===== config.mk =====
export PLATFORM = sky130hd
export DESIGN_NAME = fetch_sequencer_flat
export DESIGN_NICKNAME = d
export VERILOG_FILES = /design/src/rtl/cpu_seq_pkg.sv /design/src/rtl/fetch_sequencer_if.sv /design/src/rtl/fetch_watchdog.sv /design/src/rtl/fetch_sequencer.sv /design/src/flat_wrapper.sv
export SDC_FILE = /design/constraint.sdc
export NUM_CORES = 1
export LEC_CHECK = 0
export CAP_MARGIN = 20
export CORE_MARGIN = 2
export CORE_UTILIZATION = 44
export DETAILED_ROUTE_END_ITERATION = 10
export PLACE_DENSITY_LB_ADDON = 0.25
export SLEW_MARGIN = 15
export SYNTH_ARGS = -nofsm -noshare
export SYNTH_HDL_FRONTEND = slang
export SYNTH_SLANG_ARGS = --single-unit

===== constraint.sdc =====
create_clock -name clk -period 3.92 [get_ports clk]
set_input_delay 0.784 -clock clk [delete_from_list [all_inputs] [get_ports clk]]
set_output_delay 0.784 -clock clk [all_outputs]
set_load 0.01 [all_outputs]

===== src/rtl/cpu_seq_pkg.sv =====
//------------------------------------------------------------------------------
// cpu_seq_pkg: state encodings and default widths for the fetch sequencer.
// Revision: 1.0
//------------------------------------------------------------------------------
`default_nettype none

package cpu_seq_pkg;
  localparam logic [1:0] c_FETCH  = 2'b00;
  localparam logic [1:0] c_DECODE = 2'b01;
  localparam logic [1:0] c_EXEC   = 2'b10;
  localparam logic [1:0] c_HALT   = 2'b11;

  localparam int c_PC_W    = 16;
  localparam int c_INSTR_W = 32;
endpackage

`default_nettype wire


===== src/rtl/fetch_sequencer_if.sv =====
//------------------------------------------------------------------------------
// fetch_sequencer_if: memory, execute-control and status signals of the sequencer.
// Revision: 1.0
//------------------------------------------------------------------------------
`default_nettype none

interface fetch_sequencer_if
  import cpu_seq_pkg::*;
#(
  parameter int PC_W    = c_PC_W,
  parameter int INSTR_W = c_INSTR_W
);
  logic               mem_req;
  logic [PC_W-1:0]    mem_addr;
  logic               mem_ready;
  logic [INSTR_W-1:0] mem_rdata;
  logic [INSTR_W-1:0] instr_out;
  logic               instr_valid;
  logic               exec_done;
  logic               branch_taken;
  logic [PC_W-1:0]    branch_target;
  logic               halt;
  logic [PC_W-1:0]    pc_out;
  logic [1:0]         state_out;
  logic               halted;
  logic               fetch_err;

  modport master (
    output mem_req, mem_addr, instr_out, instr_valid, pc_out, state_out, halted, fetch_err,
    input  mem_ready, mem_rdata, exec_done, branch_taken, branch_target, halt
  );

  modport slave (
    input  mem_req, mem_addr, instr_out, instr_valid, pc_out, state_out, halted, fetch_err,
    output mem_ready, mem_rdata, exec_done, branch_taken, branch_target, halt
  );
endinterface

`default_nettype wire


===== src/rtl/fetch_watchdog.sv =====
//------------------------------------------------------------------------------
// fetch_watchdog: counts stalled FETCH cycles and trips at TIMEOUT_CYCLES.
// Revision: 1.0
//------------------------------------------------------------------------------
`default_nettype none

module fetch_watchdog #(
  parameter int TIMEOUT_CYCLES = 15
) (
  input  wire logic clk,
  input  wire logic reset,
  input  wire logic i_in_fetch,
  input  wire logic i_mem_ready,
  output wire logic o_trip,
  output wire logic o_fetch_err
);
  localparam int                 c_CNT_W = $clog2(TIMEOUT_CYCLES + 1);
  localparam logic [c_CNT_W-1:0] c_LIMIT = c_CNT_W'(TIMEOUT_CYCLES - 1);
  localparam logic [c_CNT_W-1:0] c_ONE   = c_CNT_W'(1);

  logic [c_CNT_W-1:0] r_cnt;
  logic               r_fetch_err;
  logic               w_stall;

  assign w_stall     = i_in_fetch & ~i_mem_ready;
  // r_cnt holds the number of earlier stalled cycles, so the trip lands on the last one
  assign o_trip      = w_stall & (r_cnt == c_LIMIT);
  assign o_fetch_err = r_fetch_err;

  always_ff @(posedge clk or posedge reset) begin
    if (reset) begin
      r_cnt       <= '0;
      r_fetch_err <= 1'b0;
    end else begin
      if (!w_stall) begin
        r_cnt <= '0;
      end else if (!o_trip) begin
        r_cnt <= r_cnt + c_ONE;
      end
      if (o_trip) begin
        r_fetch_err <= 1'b1;
      end
    end
  end
endmodule

`default_nettype wire


===== src/rtl/fetch_sequencer.sv =====
//------------------------------------------------------------------------------
// fetch_sequencer: FETCH/DECODE/EXEC/HALT instruction sequencer with branch support.
// Optional fetch watchdog under FETCH_SEQ_TIMEOUT_EN. Revision: 1.0
//------------------------------------------------------------------------------
`default_nettype none

module fetch_sequencer
  import cpu_seq_pkg::*;
#(
  parameter int          PC_W     = c_PC_W,
  parameter int          INSTR_W  = c_INSTR_W,
  parameter int unsigned RESET_PC = 0
`ifdef FETCH_SEQ_TIMEOUT_EN
  ,
  parameter int          TIMEOUT_CYCLES = 15
`endif
) (
  input wire logic           clk,
  input wire logic           reset,
  fetch_sequencer_if.master  bus
);
  localparam logic [PC_W-1:0] c_RESET_PC = PC_W'(RESET_PC);
  localparam logic [PC_W-1:0] c_PC_ONE   = PC_W'(1);

  logic [1:0]         r_state;
  logic [1:0]         w_next_state;
  logic [PC_W-1:0]    r_pc;
  logic [INSTR_W-1:0] r_instr;
  logic               r_instr_valid;
  logic               w_in_fetch;
  logic               w_trip;
  logic               w_fetch_err;
  logic               w_mem_req;
  logic               w_halted;

  assign w_in_fetch = (r_state == c_FETCH);

`ifdef FETCH_SEQ_TIMEOUT_EN
  fetch_watchdog #(
    .TIMEOUT_CYCLES (TIMEOUT_CYCLES)
  ) u_fetch_watchdog (
    .clk         (clk),
    .reset       (reset),
    .i_in_fetch  (w_in_fetch),
    .i_mem_ready (bus.mem_ready),
    .o_trip      (w_trip),
    .o_fetch_err (w_fetch_err)
  );
`else
  assign w_trip      = 1'b0;
  assign w_fetch_err = 1'b0;
`endif

  always_ff @(posedge clk or posedge reset) begin
    if (reset) begin
      r_state <= c_FETCH;
    end else begin
      r_state <= w_next_state;
    end
  end

  always_comb begin
    w_next_state = r_state;
    case (r_state)
      c_FETCH: begin
        if (bus.mem_ready) begin
          w_next_state = c_DECODE;
        end else if (w_trip) begin
          w_next_state = c_HALT;
        end
      end
      c_DECODE: w_next_state = c_EXEC;
      c_EXEC: begin
        if (bus.exec_done) begin
          w_next_state = bus.halt ? c_HALT : c_FETCH;
        end
      end
      default: w_next_state = r_state;
    endcase
  end

  always_comb begin
    w_mem_req = (r_state == c_FETCH);
    w_halted  = (r_state == c_HALT);
  end

  always_ff @(posedge clk or posedge reset) begin
    if (reset) begin
      r_pc          <= c_RESET_PC;
      r_instr       <= '0;
      r_instr_valid <= 1'b0;
    end else begin
      r_instr_valid <= (r_state == c_DECODE);
      if (w_in_fetch && bus.mem_ready) begin
        r_instr <= bus.mem_rdata;
      end
      // The increment wraps naturally at PC_W bits
      if ((r_state == c_EXEC) && bus.exec_done) begin
        r_pc <= bus.branch_taken ? bus.branch_target : (r_pc + c_PC_ONE);
      end
    end
  end

  assign bus.mem_req     = w_mem_req;
  assign bus.mem_addr    = r_pc;
  assign bus.pc_out      = r_pc;
  assign bus.instr_out   = r_instr;
  assign bus.instr_valid = r_instr_valid;
  assign bus.state_out   = r_state;
  assign bus.halted      = w_halted;
  assign bus.fetch_err   = w_fetch_err;
endmodule

`default_nettype wire


===== src/flat_wrapper.sv =====
// flat-port wrapper written by rule: the top's interface ports become plain ports
module fetch_sequencer_flat import cpu_seq_pkg::*;
#(
  parameter int          PC_W     = c_PC_W,
  parameter int          INSTR_W  = c_INSTR_W,
  parameter int unsigned RESET_PC = 0

)
  (clk, reset, bus_mem_req, bus_mem_addr, bus_instr_out, bus_instr_valid, bus_pc_out, bus_state_out, bus_halted, bus_fetch_err, bus_mem_ready, bus_mem_rdata, bus_exec_done, bus_branch_taken, bus_branch_target, bus_halt);
  fetch_sequencer_if #(.PC_W(PC_W), .INSTR_W(INSTR_W)) bus_i ();
  input wire logic clk;
  input wire logic reset;
  output wire logic [$bits(bus_i.mem_req)-1:0] bus_mem_req;
  output wire logic [$bits(bus_i.mem_addr)-1:0] bus_mem_addr;
  output wire logic [$bits(bus_i.instr_out)-1:0] bus_instr_out;
  output wire logic [$bits(bus_i.instr_valid)-1:0] bus_instr_valid;
  output wire logic [$bits(bus_i.pc_out)-1:0] bus_pc_out;
  output wire logic [$bits(bus_i.state_out)-1:0] bus_state_out;
  output wire logic [$bits(bus_i.halted)-1:0] bus_halted;
  output wire logic [$bits(bus_i.fetch_err)-1:0] bus_fetch_err;
  input wire logic [$bits(bus_i.mem_ready)-1:0] bus_mem_ready;
  input wire logic [$bits(bus_i.mem_rdata)-1:0] bus_mem_rdata;
  input wire logic [$bits(bus_i.exec_done)-1:0] bus_exec_done;
  input wire logic [$bits(bus_i.branch_taken)-1:0] bus_branch_taken;
  input wire logic [$bits(bus_i.branch_target)-1:0] bus_branch_target;
  input wire logic [$bits(bus_i.halt)-1:0] bus_halt;
  assign bus_mem_req = bus_i.mem_req;
  assign bus_mem_addr = bus_i.mem_addr;
  assign bus_instr_out = bus_i.instr_out;
  assign bus_instr_valid = bus_i.instr_valid;
  assign bus_pc_out = bus_i.pc_out;
  assign bus_state_out = bus_i.state_out;
  assign bus_halted = bus_i.halted;
  assign bus_fetch_err = bus_i.fetch_err;
  assign bus_i.mem_ready = bus_mem_ready;
  assign bus_i.mem_rdata = bus_mem_rdata;
  assign bus_i.exec_done = bus_exec_done;
  assign bus_i.branch_taken = bus_branch_taken;
  assign bus_i.branch_target = bus_branch_target;
  assign bus_i.halt = bus_halt;
  fetch_sequencer #(.PC_W(PC_W), .INSTR_W(INSTR_W), .RESET_PC(RESET_PC)) u_core (.clk(clk), .reset(reset), .bus(bus_i));
endmodule

==> flow_summary.ini, run 1 <==
[outcome]
status = finished clean

[cts]
cts_hold_buffers = 0
clk_pin_slew_ns = 0.09
numCtsBuffers = 5
cts.sinks = 51
worstSkewPairLatency_ns = 0.29
htreeDepth = 2
post_cts_resized = 0
postCtsSetupBuffers = 0
cts_tree = done
cts_buffer_depth = 2
cts-root-buf = clkbuf_8

[global_route]
antenna_found_initial = 0
grt_usage = 0.194
grt_max_degree = 52
grt_pass1_vias = 1949
grt_overflow = 0
grt_pass1_wl_um = 9720

[logic_synthesis]
synth_edf_count = 0
synth-main-ff-cell = dfrtp_1
synth.most_common_cell = dfrtp_1
synth_fp_nets = 287
yosys_warnings = 0
synth_seq_cells = 51
async_reset_ff_frac = 1.00
yosys.area.top_type_share = 0.499
yosys.area.top_type = dfrtp_1
yosys-top-cells-area = dfrtp_1, mux2_2, buf_4
ys_types = 43
synth.cells.most_frequent = dfrtp_1, mux2_2, buf_4
synth-seq-area-share = 0.499
syn-cell-area_um2 = 2560
syn_inst = 228
syn_avg_cell_area_um2 = 11.2

[timing]
timing.fmax_mhz = 421
finalHoldViolCount = 0
rsz0062_at_grt = no
setup_viol = 0
relSlewSlack = 0.424
finalCritPeriodShare = 0.606
setup-tns-final_ns = 0
period_needed_ns = 2.37
slew_violations = 0
worstMarginPinSlew_ns = 0.863
fin_skew_ns = 0.00777
fin_ws_ns = 1.55

[setup_path]
rr_worst_depth = 5
reg2reg_slack_ns = 1.89
path_class = reg -> out
required_ns = 3.14
slowest_stage = clkdlybuf4s50_1
worstPathArrival_ns = 1.59
critPathLaunch = u_core.bus.state_out[0]
path_cells = inv_1 > ha_1 > clkdlybuf4s50_1
r2r-start = u_core.bus.state_out[0]
endpoint_kind = output pin
path_max_fanout = 4
cp_slowest_stage_delay_ns = 0.55
setup.worst_path.start_class = flop

[floorplanning]
core-area_um2 = 5570
die_w_um = 80.3
dieArea_um2 = 6440
start_util = 0.459
num_io_pins = 124
num_rows = 27
die_h_um = 80.3

[final_layout]
final_nets = 390
area_delta_synth_final_pct = 48.4
multi_input_area_um2 = 1090
seqCellArea_um2 = 1280
post-route-util = 0.682
fill_cells = 463
drive_gt1_frac = 0.160
final_cells = 403
num_antenna_cells = 0

[route]
drt-pass1-iter-count = 4
drc = 0
via_per_inst = 5.20
ant_nets = 0
vias = 2095
drtIter0Drc = 155
detail_route.wl_per_cell_um = 15.2
drt_wl_total_um = 6140

[placement]
hpwl_um = 4460
gp_congestion = 0.828
portBuffers = 122
dp.cells = 396
pre_cts_slack_ns = 1.44

[hold_path]
hold_path.class = reg -> reg
hold_depth = 1
hold_start = u_core.bus.instr_out[3]

[power_and_ir_drop]
finalPower_mw = 2.70
vdd_ir_drop_max_mv = 0.403
p_per_area_nw_per_um2 = 709
leakagePower_nw = 1.50

[flow_run]
drv_cap = 0
==> stage by stage <==
step | area [um2] | hold slack [ns]
after floorplan | 2560 | 0.550
final | 3800 | 0.514
after CTS | 3800 | 0.515
after global placement | 3710 | 0.486
after global routing | 3800 | 0.526
after detailed placement | 3710 | 0.494
==> registers in the layout, summed over array words and instances (netlist names) <==
| register | count |
|---|---|
| u_core.bus.instr_out | 32 |
| u_core.bus.mem_addr | 16 |
| u_core.bus.instr_valid | 1 |
| u_core.bus.state_out | 2 |
==> critical path: cells and delay by family, from the launching register on <==
kind	cells	cell delay, ns
adder cells (fa/ha/maj)	1	0.19
buffers and inverters	2	0.68
flip-flops	1	0.43
==> cell usage in the layout (no fill, tap or decap), drive strengths merged, types with 3 or more instances in the layout <==
cell and n:
mux2 32, nor3 4, clkbuf 6, nand3 12, ha 5, inv 5
dfrtp 51, a21oi 13, nand4 3, nor2 9, o21ai 16, mux2i 3
clkdlybuf4s50 122, nand2 13, a31oi 3, nor4 4
==> per-layer routing <==
layer  GRT usage  up-vias  share of wire
met5           0        -              0
met3      0.0539        2          0.074
met2       0.311       76           0.50
li1            -     1005              -
met4      0.0407        0         0.0044
met1       0.263     1012           0.42
==> final cells by class <==
type	instances	share of cell area
flip-flops and latches	51	0.336
repair buffers	124	0.325
multi-input cells	144	0.286
well taps	72	0.0237
clock buffers	6	0.0217
inverters	5	0.00527
clock inverters	1	0.00230
==> final timing paths <==
kind,to
max in group asynchronous,u_core.bus.mem_addr[13]
max reg2reg,u_core.bus.instr_out[14]
min in group asynchronous,u_core.bus.instr_out[16]
max,bus_mem_req
min reg2reg,u_core.bus.instr_out[3]
min,u_core.bus.instr_out[3]
==> power breakdown <==
group | internal [mW] | switching (mW)
Combinational | 0.851 | 0.522
Clock | 0.142 | 0.164
Sequential | 0.778 | 0.238
==> cells by family (layout without fill, tap and decap cells) <==
group / count (synthesis) / after routing / synth area share
adder cells (fa/ha/maj): 5 / 5 / 0.0244
buffers and inverters: 33 / 136 / 0.0772
other: 1 / 1 / 0.00146
AND/OR/NAND/NOR: 55 / 55 / 0.129
AO/OA/AOI/OAI: 48 / 48 / 0.117
multiplexers: 35 / 35 / 0.152
flip-flops: 51 / 51 / 0.499
Note: power is estimated with default switching activity, not from simulation.
==> run 2, diff against run 1 <==
Settings changed: CORE_UTILIZATION 44 to 37.
Clock period 3.92 ns to 2 ns, I/O delays scaled along.
==> flow_summary.ini, run 2 (synthesis results as in run 1) <==
[cts]
cts.sinks = 51
numCtsBuffers = 5
cts_buffer_depth = 2
cts-root-buf = clkbuf_8
cts_hold_buffers = 0
cts_tree = done
clk_pin_slew_ns = 0.10
htreeDepth = 2
worstSkewPairLatency_ns = 0.31
postCtsSetupBuffers = 0

[route]
detail_route.wl_per_cell_um = 15.6
via_per_inst = 5.09
vias = 2126
ant_nets = 0
drc = 0
drtIter0Drc = 149
drt_wl_total_um = 6500
drt-pass1-iter-count = 4

[power_and_ir_drop]
clkPwrFrac = 0.155
seqPwrFrac = 0.354
vdd_ir_drop_max_mv = 0.794
switchingPower_mw = 1.88
combPwrFrac = 0.491
intPower_mw = 3.73
leakagePower_nw = 1.56
p_per_area_nw_per_um2 = 1430
p_sw_frac = 0.335
finalPower_mw = 5.61

[global_route]
grt_pass1_wl_um = 10300
grt_pass1_vias = 2071
grt_max_degree = 34
antenna_found_initial = 0
grt_overflow = 0
grt_usage = 0.172

[floorplanning]
die_w_um = 87.2
core-area_um2 = 6760
dieArea_um2 = 7600
num_io_pins = 124
start_util = 0.379
num_rows = 30
die_h_um = 87.2

[timing]
setup_viol = 0
fin_skew_ns = 0.00971
finalHoldViolCount = 0
slew_violations = 0
timing.fmax_mhz = 537
period_needed_ns = 1.86
finalCritPeriodShare = 0.931
rsz0062_at_grt = no
setup-tns-final_ns = 0
fin_ws_ns = 0.139

[setup_path]
path_cells = clkdlybuf4s50_1
reg2reg_slack_ns = 0.21
path_class = reg -> out
endpoint_kind = output pin
path_max_fanout = 7
critPathBufInv = 1
crit_family = buffers and inverters
slowest_stage = clkdlybuf4s50_1
setup.worst_path.start_class = flop
cp_slowest_stage_delay_ns = 0.61
required_ns = 1.60
worstPathArrival_ns = 1.46

[placement]
portBuffers = 122
hpwl_um = 4820
gp_congestion = 0.867
pre_cts_slack_ns = 0.242

[final_layout]
post-route-util = 0.579
largest_reg_flops = 32
drive_gt1_frac = 0.178
mostFrequentLayoutCell = clkdlybuf4s50_1
mostFrequentLayoutCells = clkdlybuf4s50_1, dfrtp_1, mux2_2
final_nets = 396
num_antenna_cells = 0
area_delta_synth_final_pct = 52.9

[hold_path]
hold_path.class = in -> async

[flow_run]
drv_cap = 0

[outcome]
status = finished clean
## run 2: changes by cell type in the layout (fill, tap and decap cells not counted)
cell / delta
buf_12: +1
inv_2: +1
bufinv_16: +2
dlygate4sd2_1: +1
buf_4: +5
clkdlybuf4s50_1: -1
inv_6: -1
clkbuf_8: -1
clkinv_2: -1
inv_8: +1
## run 2: worst reg2reg max path: stages, from the launching register on
cell and delay (ns):
dfrtp_1 0.51, ha_1 0.27, nand3_1 0.20, nor4_2 0.38
a31oi_1 0.14, o22a_1 0.19
## run 2: metal layers
layer / vias up / global-route usage / wire length [um]
li1: 1019 / - / -
met1: 1011 / 0.232 / 2750
met2: 88 / 0.278 / 3250
met3: 8 / 0.0303 / 427
met4: 0 / 0.0657 / 80
met5: - / 0 / 0
## run 2: layout make-up
| type | instances | area [um2] |
|---|---|---|
| fillers | 581 | 2840 |
| repair buffers | 130 | 1290 |
| flip-flops and latches | 51 | 1280 |
| multi-input cells | 144 | 1090 |
| well taps | 80 | 100 |
| clock inverters | 3 | 71.3 |
| clock buffers | 5 | 68.8 |
| inverters | 5 | 18.8 |
## run 2: final timing paths
kind / from / end / cells past startpoint
worst max-delay path: u_core.bus.mem_addr[8] / bus_pc_out[8] / 1
worst min-delay path: reset / u_core.bus.instr_out[11] / 3
worst max register to register: u_core.bus.mem_addr[0] / u_core.bus.mem_addr[14] / 5
worst min register to register: u_core.bus.instr_out[8] / u_core.bus.instr_out[8] / 1
max in group asynchronous: reset / u_core.bus.instr_out[15] / 3
min in group clk: u_core.bus.instr_out[8] / u_core.bus.instr_out[8] / 1
## run 2: repair_timing
action | CTS | global route
endpoints found under the hold margin | 0 | 0
gates resized for setup | 1 | 0
endpoints found under the setup margin | 1 | 0
## run 2: power groups by stage
| stage | logic [mW] | registers, mW | clock network (mW) |
|---|---|---|---|
| 2_1_floorplan | 1.11 | 2.17 | 0 |
| 3_3_place_gp | 2.75 | 1.99 | 0 |
| 3_5_place_dp | 2.79 | 2.01 | 0 |
| 4_1_cts | 2.79 | 1.99 | 0.897 |
| 5_1_grt | 2.94 | 2.07 | 0.947 |
| 6_report | 2.75 | 1.98 | 0.869 |
## run 2: per-stage QoR
step                area, um2  hold slack [ns]  instances
finish                   3910            0.450        418
global placement         3770            0.487        410
floorplan                2560            0.550        228
CTS                      3910            0.455        418
detailed placement       3770            0.492        410
global route             3910            0.489        418
==> run 3, diff against run 2 <==
Clock period 2 ns to 1.6 ns, I/O delays scaled along.
==> flow_summary.ini, run 3 (synthesis results as in run 1) <==
[outcome]
status = finished clean

[floorplanning]
die_w_um = 87.2
dieArea_um2 = 7600
die_h_um = 87.2
num_io_pins = 124
num_rows = 30
core-area_um2 = 6760
start_util = 0.379

[power_and_ir_drop]
seqPwrFrac = 0.320
vdd_ir_drop_max_mv = 0.747
intPower_mw = 4.77
switchingPower_mw = 2.38
combPwrFrac = 0.558
clkPwrFrac = 0.122
p_per_area_nw_per_um2 = 1700
leakagePower_nw = 1.80
p_sw_frac = 0.333

[setup_path]
path_max_fanout = 4
critPathBufInv = 1
path_class = reg -> out
required_ns = 1.28
setup.worst_path.start_class = flop
cp_slowest_stage_delay_ns = 0.54
worstPathArrival_ns = 1.23
endpoint_kind = output pin
slowest_stage = clkdlybuf4s50_1
crit_family = buffers and inverters
path_cells = clkdlybuf4s50_1

[global_route]
grt_pass1_wl_um = 10800
antenna_found_initial = 0
grt_pass1_vias = 2209
grt_max_degree = 29
grt_usage = 0.181
grt_overflow = 0

[final_layout]
multi_input_area_um2 = 1100
drive_gt1_frac = 0.293
post-route-util = 0.621
seqCellArea_um2 = 1290
num_antenna_cells = 0
final_nets = 428
fill_cells = 586
mostFrequentLayoutCells = clkdlybuf4s50_1, dfrtp_1, buf_4
largest_reg_flops = 32
mostFrequentLayoutCell = clkdlybuf4s50_1
area_delta_synth_final_pct = 63.8

[route]
vias = 2275
via_per_inst = 5.07
drt-pass1-iter-count = 4
drc = 0
ant_nets = 0
drtIter0Drc = 91
drt_wl_total_um = 6830
detail_route.wl_per_cell_um = 15.2

[timing]
finalHoldViolCount = 0
finalCritPeriodShare = 0.969
fin_skew_ns = 0.00248
setup_viol = 0
timing.fmax_mhz = 645
whs_ns = 0.372
period_needed_ns = 1.55
rsz0062_at_grt = yes
slew_violations = 0

[cts]
cts-root-buf = clkbuf_8
cts_buffer_depth = 2
numCtsBuffers = 5
worstSkewPairLatency_ns = 0.29
htreeDepth = 2
cts_tree = done
clk_pin_slew_ns = 0.09
cts.sinks = 51
cts_hold_buffers = 0

[placement]
portBuffers = 122
gp_congestion = 0.845
hpwl_um = 4920

[flow_run]
drv_cap = 0

[hold_path]
hold_path.class = in -> async
==> run 3: cell count changes in the layout (fill, tap and decap cells not counted), sizes merged <==
| cell | before | now |
|---|---|---|
| buf | 8 | 40 |
| inv | 6 | 5 |
| bufinv | 2 | 1 |
| clkbuf | 5 | 7 |
| clkdlybuf4s50 | 121 | 103 |
| dlygate4sd2 | 1 | 9 |
| clkinvlp | 0 | 1 |
| dlymetal6s2s | 0 | 8 |
==> run 3: path summary, 6_finish.rpt <==
kind,to,slack [ns],from,cells after the start
worst max register to register,u_core.bus.mem_addr[14],0.09,u_core.bus.mem_addr[12],5
min in group clk,u_core.bus.instr_out[8],0.51,u_core.bus.instr_out[8],1
worst max-delay path,bus_mem_addr[10],0.05,u_core.bus.mem_addr[10],1
worst min-delay path,u_core.bus.instr_out[15],0.37,reset,3
max in group asynchronous,u_core.bus.mem_addr[11],1.05,reset,3
worst min register to register,u_core.bus.instr_out[8],0.51,u_core.bus.instr_out[8],1
==> run 3: repair_timing <==
item | 4_1_cts | 5_1_grt
gates resized for setup | 24 | 15
buffers inserted | 16 | 2
pin swaps | 0 | 1
setup endpoints to repair | 36 | 17
gates cloned | 0 | 0
==> run 3: metrics by stage <==
step	setup TNS (ns)	worst slack [ns]	cell area, um2	total power, mW	std cells
after floorplan	0	0.00629	2560	4.11	228
after global placement	0	0.0465	3920	6.03	424
after detailed placement	0	0.0280	3920	6.11	424
after CTS	0	0.00576	4150	7.22	447
after global routing	-0.0153	-0.00838	4190	7.63	449
final	0	0.0496	4190	7.14	449
==> run 3: per-layer routing <==
| layer | share of wire | routed length (um) | track usage |
|---|---|---|---|
| met1 | 0.41 | 2790 | 0.238 |
| met2 | 0.51 | 3450 | 0.301 |
| met3 | 0.062 | 425 | 0.0275 |
| met4 | 0.023 | 156 | 0.0713 |
| met5 | 0 | 0 | 0 |
==> run 3: power groups by stage <==
stage | combinational, mW | sequential (mW) | clock, mW
finish | 3.98 | 2.29 | 0.871
global route | 4.29 | 2.38 | 0.961
CTS | 4.00 | 2.30 | 0.913
detailed placement | 3.64 | 2.46 | 0
global placement | 3.60 | 2.43 | 0
floorplan | 1.39 | 2.72 | 0
==> run 3: final cells by class <==
class,instances,area share
inverters,5,0.00447
flip-flops and latches,51,0.308
well taps,80,0.0239
clock inverters,2,0.00895
clock buffers,5,0.0164
repair buffers,162,0.375
multi-input cells,144,0.263
